File: config.mk
export PLATFORM = sky130hd
export DESIGN_NAME = pic_irq_core
export DESIGN_NICKNAME = d
export VERILOG_FILES = /design/src/rtl/pic_irq_core.sv
export SDC_FILE = /design/constraint.sdc
export NUM_CORES = 1
export LEC_CHECK = 0
export CORE_UTILIZATION = 50
export CTS_CLUSTER_DIAMETER = 30
export DETAILED_ROUTE_END_ITERATION = 10
export GPL_TIMING_DRIVEN = 1
export HOLD_SLACK_MARGIN = 0.08
export PLACE_DENSITY = 0.86
export SLEW_MARGIN = 20
export SYNTH_ARGS = -nofsm -noshare
export SYNTH_HDL_FRONTEND = slang
export SYNTH_SLANG_ARGS = --single-unit
File: constraint.sdc
create_clock -name clk -period 6.21 [get_ports clk]
set_clock_uncertainty 0.2 [all_clocks]
set_input_delay 0.621 -clock clk [delete_from_list [all_inputs] [get_ports clk]]
set_output_delay 0.621 -clock clk [all_outputs]
set_load 0.02 [all_outputs]
File: src/rtl/pic_irq_core.sv
// pic_irq_core: 8259-style interrupt controller core with IRR/IMR/ISR, a rotating priority resolver,
// a two-pulse INTA sequencer and EOI/AEOI handling. Define PIC_POLL_MODE_EN to enable poll-mode acknowledge.
//
// state  | meaning
// S_IDLE | no request presented to the CPU; waiting for an eligible candidate
// S_REQ  | int_out high, waiting for the first inta (winner latched there)
// S_ACK2 | waiting for the second inta, which drives the vector
module pic_irq_core #(
    parameter int NUM_IRQ = 8,
    parameter int ID_W    = $clog2(NUM_IRQ),
    parameter int VEC_W   = 8
) (
    input  logic               clk,
    input  logic               rst_n,
    input  logic [NUM_IRQ-1:0] irq_in,
    input  logic               wr_en,
    input  logic [1:0]         wr_addr,
    input  logic [31:0]        wr_data,
    input  logic               rd_en,
    input  logic [1:0]         rd_addr,
    output logic [31:0]        rd_data,
    input  logic               inta,
    output logic               int_out,
    output logic [VEC_W-1:0]   vec_out,
    output logic               vec_valid,
    output logic               eoi_pulse
);

    typedef enum logic [1:0] {S_IDLE, S_REQ, S_ACK2} state_t;

    state_t             r_state;
    logic [NUM_IRQ-1:0] r_irr, r_isr, r_imr, r_irq_prev;
    logic [VEC_W-1:0]   r_base;
    logic [2:0]         r_mode;
    logic [ID_W-1:0]    r_prio, r_id;
    logic               r_spur;
    logic               r_int_out, r_vec_valid, r_eoi_pulse;
    logic [VEC_W-1:0]   r_vec_out;
    logic [31:0]        r_rd_data;

    logic [NUM_IRQ-1:0] w_pend, w_isr_clr, w_isr_set, w_irr_clr, w_isr_nxt, w_irr_nxt;
    logic               w_cand_vld, w_isr_vld, w_clr_vld, w_cmd, w_ack, w_poll_ack;
    logic [ID_W-1:0]    w_cand_id, w_isr_id, w_clr_id, w_sid, w_idx;
    logic [31:0]        w_poll_data;
    logic               w_unused;
    int                 w_k;

    function automatic logic [ID_W-1:0] f_next(input logic [ID_W-1:0] id);
        return (int'(id) == NUM_IRQ - 1) ? '0 : id + 1'b1;
    endfunction

    assign w_pend   = r_irr & ~r_imr;
    assign w_cmd    = wr_en && (wr_addr == 2'd2);
    assign w_sid    = wr_data[8 +: ID_W];
    assign w_unused = ^{wr_data, r_base[ID_W-1:0]};

    // Scan from prio_base downward in priority; a candidate only counts if found before any ISR bit.
    always_comb begin
        w_cand_vld = 1'b0;
        w_cand_id  = '0;
        w_isr_vld  = 1'b0;
        w_isr_id   = '0;
        w_k        = 0;
        w_idx      = '0;
        for (int i = 0; i < NUM_IRQ; i++) begin
            w_k = int'(r_prio) + i;
            if (w_k >= NUM_IRQ) w_k = w_k - NUM_IRQ;
            w_idx = ID_W'(w_k);
            if (r_isr[w_idx] && !w_isr_vld) begin
                w_isr_vld = 1'b1;
                w_isr_id  = w_idx;
            end
            if (w_pend[w_idx] && !w_isr_vld && !w_cand_vld) begin
                w_cand_vld = 1'b1;
                w_cand_id  = w_idx;
            end
        end
    end

`ifdef PIC_POLL_MODE_EN
    assign w_poll_ack  = rd_en && (rd_addr == 2'd3) && (r_state == S_IDLE) && w_cand_vld;
    assign w_poll_data = (r_state == S_IDLE && w_cand_vld) ? {1'b1, 31'(w_cand_id)} : 32'd0;
`else
    assign w_poll_ack  = 1'b0;
    assign w_poll_data = 32'd0;
`endif

    assign w_ack = (r_state == S_REQ) && inta && w_cand_vld;

    always_comb begin
        w_isr_clr = '0;
        w_isr_set = '0;
        w_irr_clr = '0;
        w_clr_vld = 1'b0;
        w_clr_id  = '0;
        if (w_cmd && wr_data[0] && w_isr_vld) begin
            w_isr_clr[w_isr_id] = 1'b1;
            w_clr_vld = 1'b1;
            w_clr_id  = w_isr_id;
        end
        if (w_cmd && wr_data[1] && int'(w_sid) < NUM_IRQ && r_isr[w_sid]) begin
            w_isr_clr[w_sid] = 1'b1;
            w_clr_vld = 1'b1;
            w_clr_id  = w_sid;
        end
        if (r_state == S_ACK2 && inta && r_mode[1] && !r_spur && r_isr[r_id]) begin
            w_isr_clr[r_id] = 1'b1;
            w_clr_vld = 1'b1;
            w_clr_id  = r_id;
        end
        if (w_ack) begin
            w_isr_set[w_cand_id] = 1'b1;
            w_irr_clr[w_cand_id] = 1'b1;
        end
        // A polled acknowledge under AEOI sets and clears ISR in one step, so ISR never holds it.
        if (w_poll_ack) begin
            w_irr_clr[w_cand_id] = 1'b1;
            if (r_mode[1]) begin
                w_clr_vld = 1'b1;
                w_clr_id  = w_cand_id;
            end else begin
                w_isr_set[w_cand_id] = 1'b1;
            end
        end
        w_isr_nxt = (r_isr & ~w_isr_clr) | w_isr_set;
        w_irr_nxt = r_mode[0] ? (irq_in & ~w_isr_nxt)
                              : ((r_irr & ~w_irr_clr) | (irq_in & ~r_irq_prev));
    end

    always_ff @(posedge clk or negedge rst_n) begin
        if (!rst_n) begin
            r_state     <= S_IDLE;
            r_irr       <= '0;
            r_isr       <= '0;
            r_imr       <= '0;
            r_irq_prev  <= '0;
            r_base      <= '0;
            r_mode      <= '0;
            r_prio      <= '0;
            r_id        <= '0;
            r_spur      <= 1'b0;
            r_int_out   <= 1'b0;
            r_vec_out   <= '0;
            r_vec_valid <= 1'b0;
            r_eoi_pulse <= 1'b0;
            r_rd_data   <= '0;
        end else begin
            r_irq_prev  <= irq_in;
            r_irr       <= w_irr_nxt;
            r_isr       <= w_isr_nxt;
            r_eoi_pulse <= w_clr_vld;
            r_vec_valid <= 1'b0;

            if (wr_en) begin
                case (wr_addr)
                    2'd0:    r_imr  <= wr_data[NUM_IRQ-1:0];
                    2'd1:    r_base <= wr_data[VEC_W-1:0];
                    2'd3:    r_mode <= wr_data[2:0];
                    default: ;
                endcase
            end

            if (w_cmd && wr_data[2]) r_prio <= w_sid;
            else if (r_mode[2] && w_clr_vld) r_prio <= f_next(w_clr_id);

            if (rd_en) begin
                case (rd_addr)
                    2'd0:    r_rd_data <= 32'(r_irr);
                    2'd1:    r_rd_data <= 32'(r_isr);
                    2'd2:    r_rd_data <= 32'(r_imr);
                    default: r_rd_data <= w_poll_data;
                endcase
            end

            case (r_state)
                S_IDLE: begin
                    if (w_cand_vld && !w_poll_ack) begin
                        r_state   <= S_REQ;
                        r_int_out <= 1'b1;
                    end
                end
                S_REQ: begin
                    if (inta) begin
                        r_state <= S_ACK2;
                        r_spur  <= !w_cand_vld;
                        r_id    <= w_cand_vld ? w_cand_id : ID_W'(NUM_IRQ - 1);
                    end
                end
                S_ACK2: begin
                    if (inta) begin
                        r_state     <= S_IDLE;
                        r_vec_out   <= {r_base[VEC_W-1:ID_W], r_id};
                        r_vec_valid <= 1'b1;
                        r_int_out   <= 1'b0;
                    end
                end
                default: r_state <= S_IDLE;
            endcase
        end
    end

    assign rd_data   = r_rd_data;
    assign int_out   = r_int_out;
    assign vec_out   = r_vec_out;
    assign vec_valid = r_vec_valid;
    assign eoi_pulse = r_eoi_pulse;

endmodule

== After elaboration in Yosys (flattened, before gate mapping) ==
Cells that the tools add are included.

* Logic and storage cells: 257
* Output and inout bits: 43
* Bits in registers: 95
* Input bits: 49

* Add/subtract/negate cells: 16
* Equality and inequality tests: 11
* Reduce and logical (&&, ||, !) cells: 68
* Bitwise gates (word level): 14
* Mux-type cells: 109
* Magnitude comparators: 24

{| class="wikitable"
|+ Operator list
! kind !! count
|-
| 3-bit two-way mux || 31
|-
| 1-bit binary-select mux with 3-bit select || 18
|-
| 3-bit by 4-bit less-than comparator with 1-bit output, second input constant || 12
|-
| 1-bit two-way mux || 45
|-
| 8-bit AND || 5
|-
| 8-bit two-way mux || 5
|-
| 8-bit NOT || 5
|-
| 1-bit logical AND || 39
|-
| 8-bit OR || 4
|-
| 4-bit >= comparator, second input constant || 7
|-
| 8-bit one-hot mux with 3 select lines || 1
|-
| 3-bit by 1-bit subtractor with 3-bit output, second input constant || 8
|-
| 1-bit logical NOT || 17
|-
| 3-bit by 3-bit adder with 4-bit output, second input constant || 4
|-
| 1-bit demux with 3-bit select || 4
|-
| 3-bit by 1-bit >= comparator with 1-bit output, second input constant || 4
|-
| 2-bit AND reduction || 5
|-
| 3-bit by 2-bit adder with 4-bit output, second input constant || 2
|-
| 2-bit == test, second input constant || 4
|-
| 2-bit by 1-bit == test with 1-bit output, second input constant || 3
|-
| 2-bit logical NOT || 3
|-
| 2-bit two-way mux || 3
|-
| 2-bit inequality test, second input constant || 3
|-
| 2-bit one-hot mux with 3 select lines || 1
|-
| 7 further kinds || 9
|}

== Depth between registers and ports, before layout ==
* Depth after elaboration: 41
* Mapped depth: 18
* Mapped depth without buffers: 16

== Worst setup path after synthesis ==
No wires, ideal clock.

* Path type: register to register
* Start point: register r_prio[1]
* End point: register r_prio[0]
* Arrival time: 4.332 ns
* Setup time: 0.082 ns
* Period minus slack after synthesis: 4.614 ns
* Data required time: 5.928 ns
* Stages on the path, launching flop included: 18
* Buffers on the path: 2
* Setup slack: 1.596 ns
* Path through: dfrtp_1 > inv_1 > clkbuf_1 > ha_1 > clkbuf_2 > xor2_1 > mux2i_4 > and2_4 > nand3_1 > o311ai_2 > or2_2 > nand2b_1 > a21boi_1 > or2_2 > ha_1 > ha_1 > or4_1 > a31oi_1

* Word-level cells in the longest chain between the ends: 34
* Elaborated cells on any way between the ends: 91
* Classes of those cells: add/sub (16); order compare (8); eq/ne (1); mux (49); reduce/logical (17)

{| class="wikitable"
|+ RTL lines
! what !! RTL line !! text
|-
| start: declaration || 35 || <nowiki>logic [ID_W-1:0] r_prio, r_id;</nowiki>
|-
| start signal: assignment || 163 || <nowiki>if (w_cmd && wr_data[2]) r_prio <= w_sid;</nowiki>
|-
| start signal: assignment || 164 || <nowiki>else if (r_mode[2] && w_clr_vld) r_prio <= f_next(w_clr_id);</nowiki>
|-
| parallel branches: the longest is 34 deep, another holds 3-bit by 1-bit adder with 4-bit output || n/a ||
|}

Parallel ways; which one is timed is not known. The select of a mux whose other input is x is not followed.
A chain may end at the register's enable or synchronous reset.

== Final worst setup path ==
* Start point: register r_prio[0]
* End point: register r_prio[0]

Same word-level chain as after synthesis.

==> summary.txt <==
H-tree lvl count = 3
worst r2r path cells = 16
# DRC = 0
sequential area share after synthesis = 31.47%
synthesized area = 5408 µm²
Die H = 106.0 µm
Max VDD drop = 291.1 µV
flops & latches, synth = 68
Final setup viols = 0
Worst Path Required = 6.28 ns
CTS tree = done
critical path class = flop to flop
Avg Vias per Cell = 6.471
Slew @ Worst Pin = 0.8339 ns
most common cell after layout, fill and taps aside = dfrtp_1
Post-DP HPWL = 11.71 mm
TritonCTS sink count = 68
fraction of layout instances using a drive strength above 1 = 15.53%
GRT met2 Usage = 46.83%
grt ovf = 0
synth warn = 0
first-pass GRT wire length = 25.04 mm
post-CTS setup buffer count = 0
Avg WL per Cell = 20.51 µm
antenna diode count = 0
vias in the first global route = 4660
Top Ports = 92
critical path capture point type = flop
chip width = 106.0 µm
fin crit share = 83.09%
hold crit path type = input pin to asynchronous set/reset pin
GP Congestion = 0.9243
initial antenna violation count = 0
overall routing resource usage = 28.81%
clock-pin slew on the worst setup and hold paths = 0.08 ns
achievable clock frequency = 193.8 MHz
critical path startpoint category = flop
CP arrival = 5.23 ns
Slew Viols, Final = 0
Hold-fix buffers, CTS = 0
Synth area leader = dfrtp_1
final-stage net count = 666
Finished Cell Area = 6031 µm²
largest net degree at the start of global routing = 69
Site Rows = 37
Die ar. = 11230 µm²
Max clock buf depth = 2
initial drt markers = 649
EDFF count, synth = 0
Antenna Nets Post-Route = 0
GR Util met3 = 3.740%
Avg Cell Area, Syn = 9.324 µm²
Pwr per Cell Area = 641.1 nW/µm²
commonest cells after routing, fill and taps aside = dfrtp_1, nand2_1, nor2_1
RSZ-0062 raised after global routing = false
top cells by area, synth = dfrtp_1, mux4_2, mux2_2
worst skew pair latency = 0.35 ns
total CTS buffers = 9
setup TNS = 0 ns
R2R setup slack = 1.05 ns
post-layout min period = 5.160 ns
Syn Inst Count = 580
CP max FO = 39
CTS root buffer = clkbuf_8
via count = 4879
Hold Vio Cnt, Final = 0
Synth Flop Type = dfrtp_1
library cells used by synthesis = 87
placed cell area = 5848 µm²
Synth async-reset ratio = 100.0%
routing usage on met1 = 39.78%
area grow syn2layout = 11.52%
router iterations before antenna repair = 7
Starting Density = 51.92%
# fillers = 861
Synth top area share = 31.47%
post-CTS resize count = 0
status = finished, final reports clean
worst relative slew slack = 44.41%
max-cap violations = 0
global route hottest layer = met2
P_leak = 2.445 nW
Fin Hold WS = 0.2433 ns
I/O Buffers = 46
final WL = 15.47 mm
core area = 10420 µm²
==> logic make-up (layout without fill, tap and decap cells) <==
kind of cell	Yosys count	after routing	share of synthesized area, %
AND/OR/NAND/NOR	207	207	19.44
buffers and inverters	67	82	7.010
flip-flops	68	68	31.47
AO/OA/AOI/OAI	145	145	19.14
XOR/XNOR	4	4	0.9951
multiplexers	84	84	20.96
adder cells (fa/ha/maj)	4	4	0.9255
other	1	24	0.06935
==> area by class of cell <==
type                    instances  area [µm²]  share of cell area, %
clock buffers                  11       141.4                  2.344
clock inverters                 5       36.28                 0.6017
inverters                      12       47.55                 0.7884
multi-input cells             468        3418                  56.68
flip-flops and latches         68        1702                  28.22
well taps                     136       170.2                  2.822
repair buffers                 54       515.5                  8.548
==> state kept, by name, summed over array words and instances (netlist names) <==
signal and cells:
vec_valid 1, rd_data 8, r_id 3, r_state 2
int_out 1, r_prio 3, r_base 5, r_isr 8
eoi_pulse 1, r_irr 8, r_spur 1, r_irq_prev 8
vec_out 8, r_imr 8, r_mode 3
==> layer usage <==
layer	wire, µm	vias to the layer above
li1	-	2206
met1	6665	2410
met2	7416	226
met3	980	37
met4	404	0
met5	0	-
==> critical path, cell delays in order, from the launching register on <==
cell and delay, ns:
dfrtp_1 0.39, buf_4 0.46, ha_1 0.56, xnor2_4 0.23, mux2i_1 0.37, o221ai_2 0.27, nand3_1 0.46, o311ai_0 0.18
a211oi_1 0.35, or2_2 0.25, nor2_1 0.06, a21oi_1 0.13, a21oi_1 0.09, ha_1 0.21, ha_1 0.17, or4_1 0.54
a31oi_1 0.17
==> through the flow <==
stage	total power (W)	setup slack, ns	std cells	utilization [%]
3_3_place_gp	0.003428	1.205	738	56.14
5_1_grt	0.004109	0.8343	754	57.90
6_report	0.003867	1.050	754	57.90
4_1_cts	0.003810	1.101	754	57.85
2_1_floorplan	0.002751	1.596	603	-
3_5_place_dp	0.003475	1.150	738	56.14
==> cell usage after synthesis, drive strengths merged, types with 6 or more instances <==
library cell / number
dfrtp: 68
nand2: 60
nor2: 52
buf: 40
mux2i: 34
mux2: 31
o21ai: 31
a21oi: 30
nor2b: 20
mux4: 19
nand3: 16
clkbuf: 15
nand2b: 12
inv: 11
nand3b: 8
o31ai: 8
o2111ai: 7
o211ai: 7
a221oi: 6
nor3: 6
==> report_power, final <==
| group | total [W] | switching [W] | leakage [nW] | internal [W] |
|---|---|---|---|---|
| Clock | 0.000331 | 0.000174 | 0.0820 | 0.000156 |
| Combinational | 0.00274 | 0.00166 | 1.55 | 0.00107 |
| Sequential | 0.000796 | 0.000220 | 0.813 | 0.000576 |
| Total | 0.00387 | 0.00206 | 2.44 | 0.00181 |
==> path summary, 6_finish.rpt <==
path,startpoint,to
max,r_prio[0]$_DFFE_PN0P_,r_prio[0]$_DFFE_PN0P_
min,rst_n,r_irq_prev[6]$_DFF_PN0_
max reg2reg,r_prio[0]$_DFFE_PN0P_,r_prio[0]$_DFFE_PN0P_
min reg2reg,r_base[6]$_DFFE_PN0P_,vec_out[6]$_DFFE_PN0P_
max in group asynchronous,rst_n,r_base[6]$_DFFE_PN0P_
min in group clk,r_base[6]$_DFFE_PN0P_,vec_out[6]$_DFFE_PN0P_
Note: power is estimated with default switching activity, not from simulation.
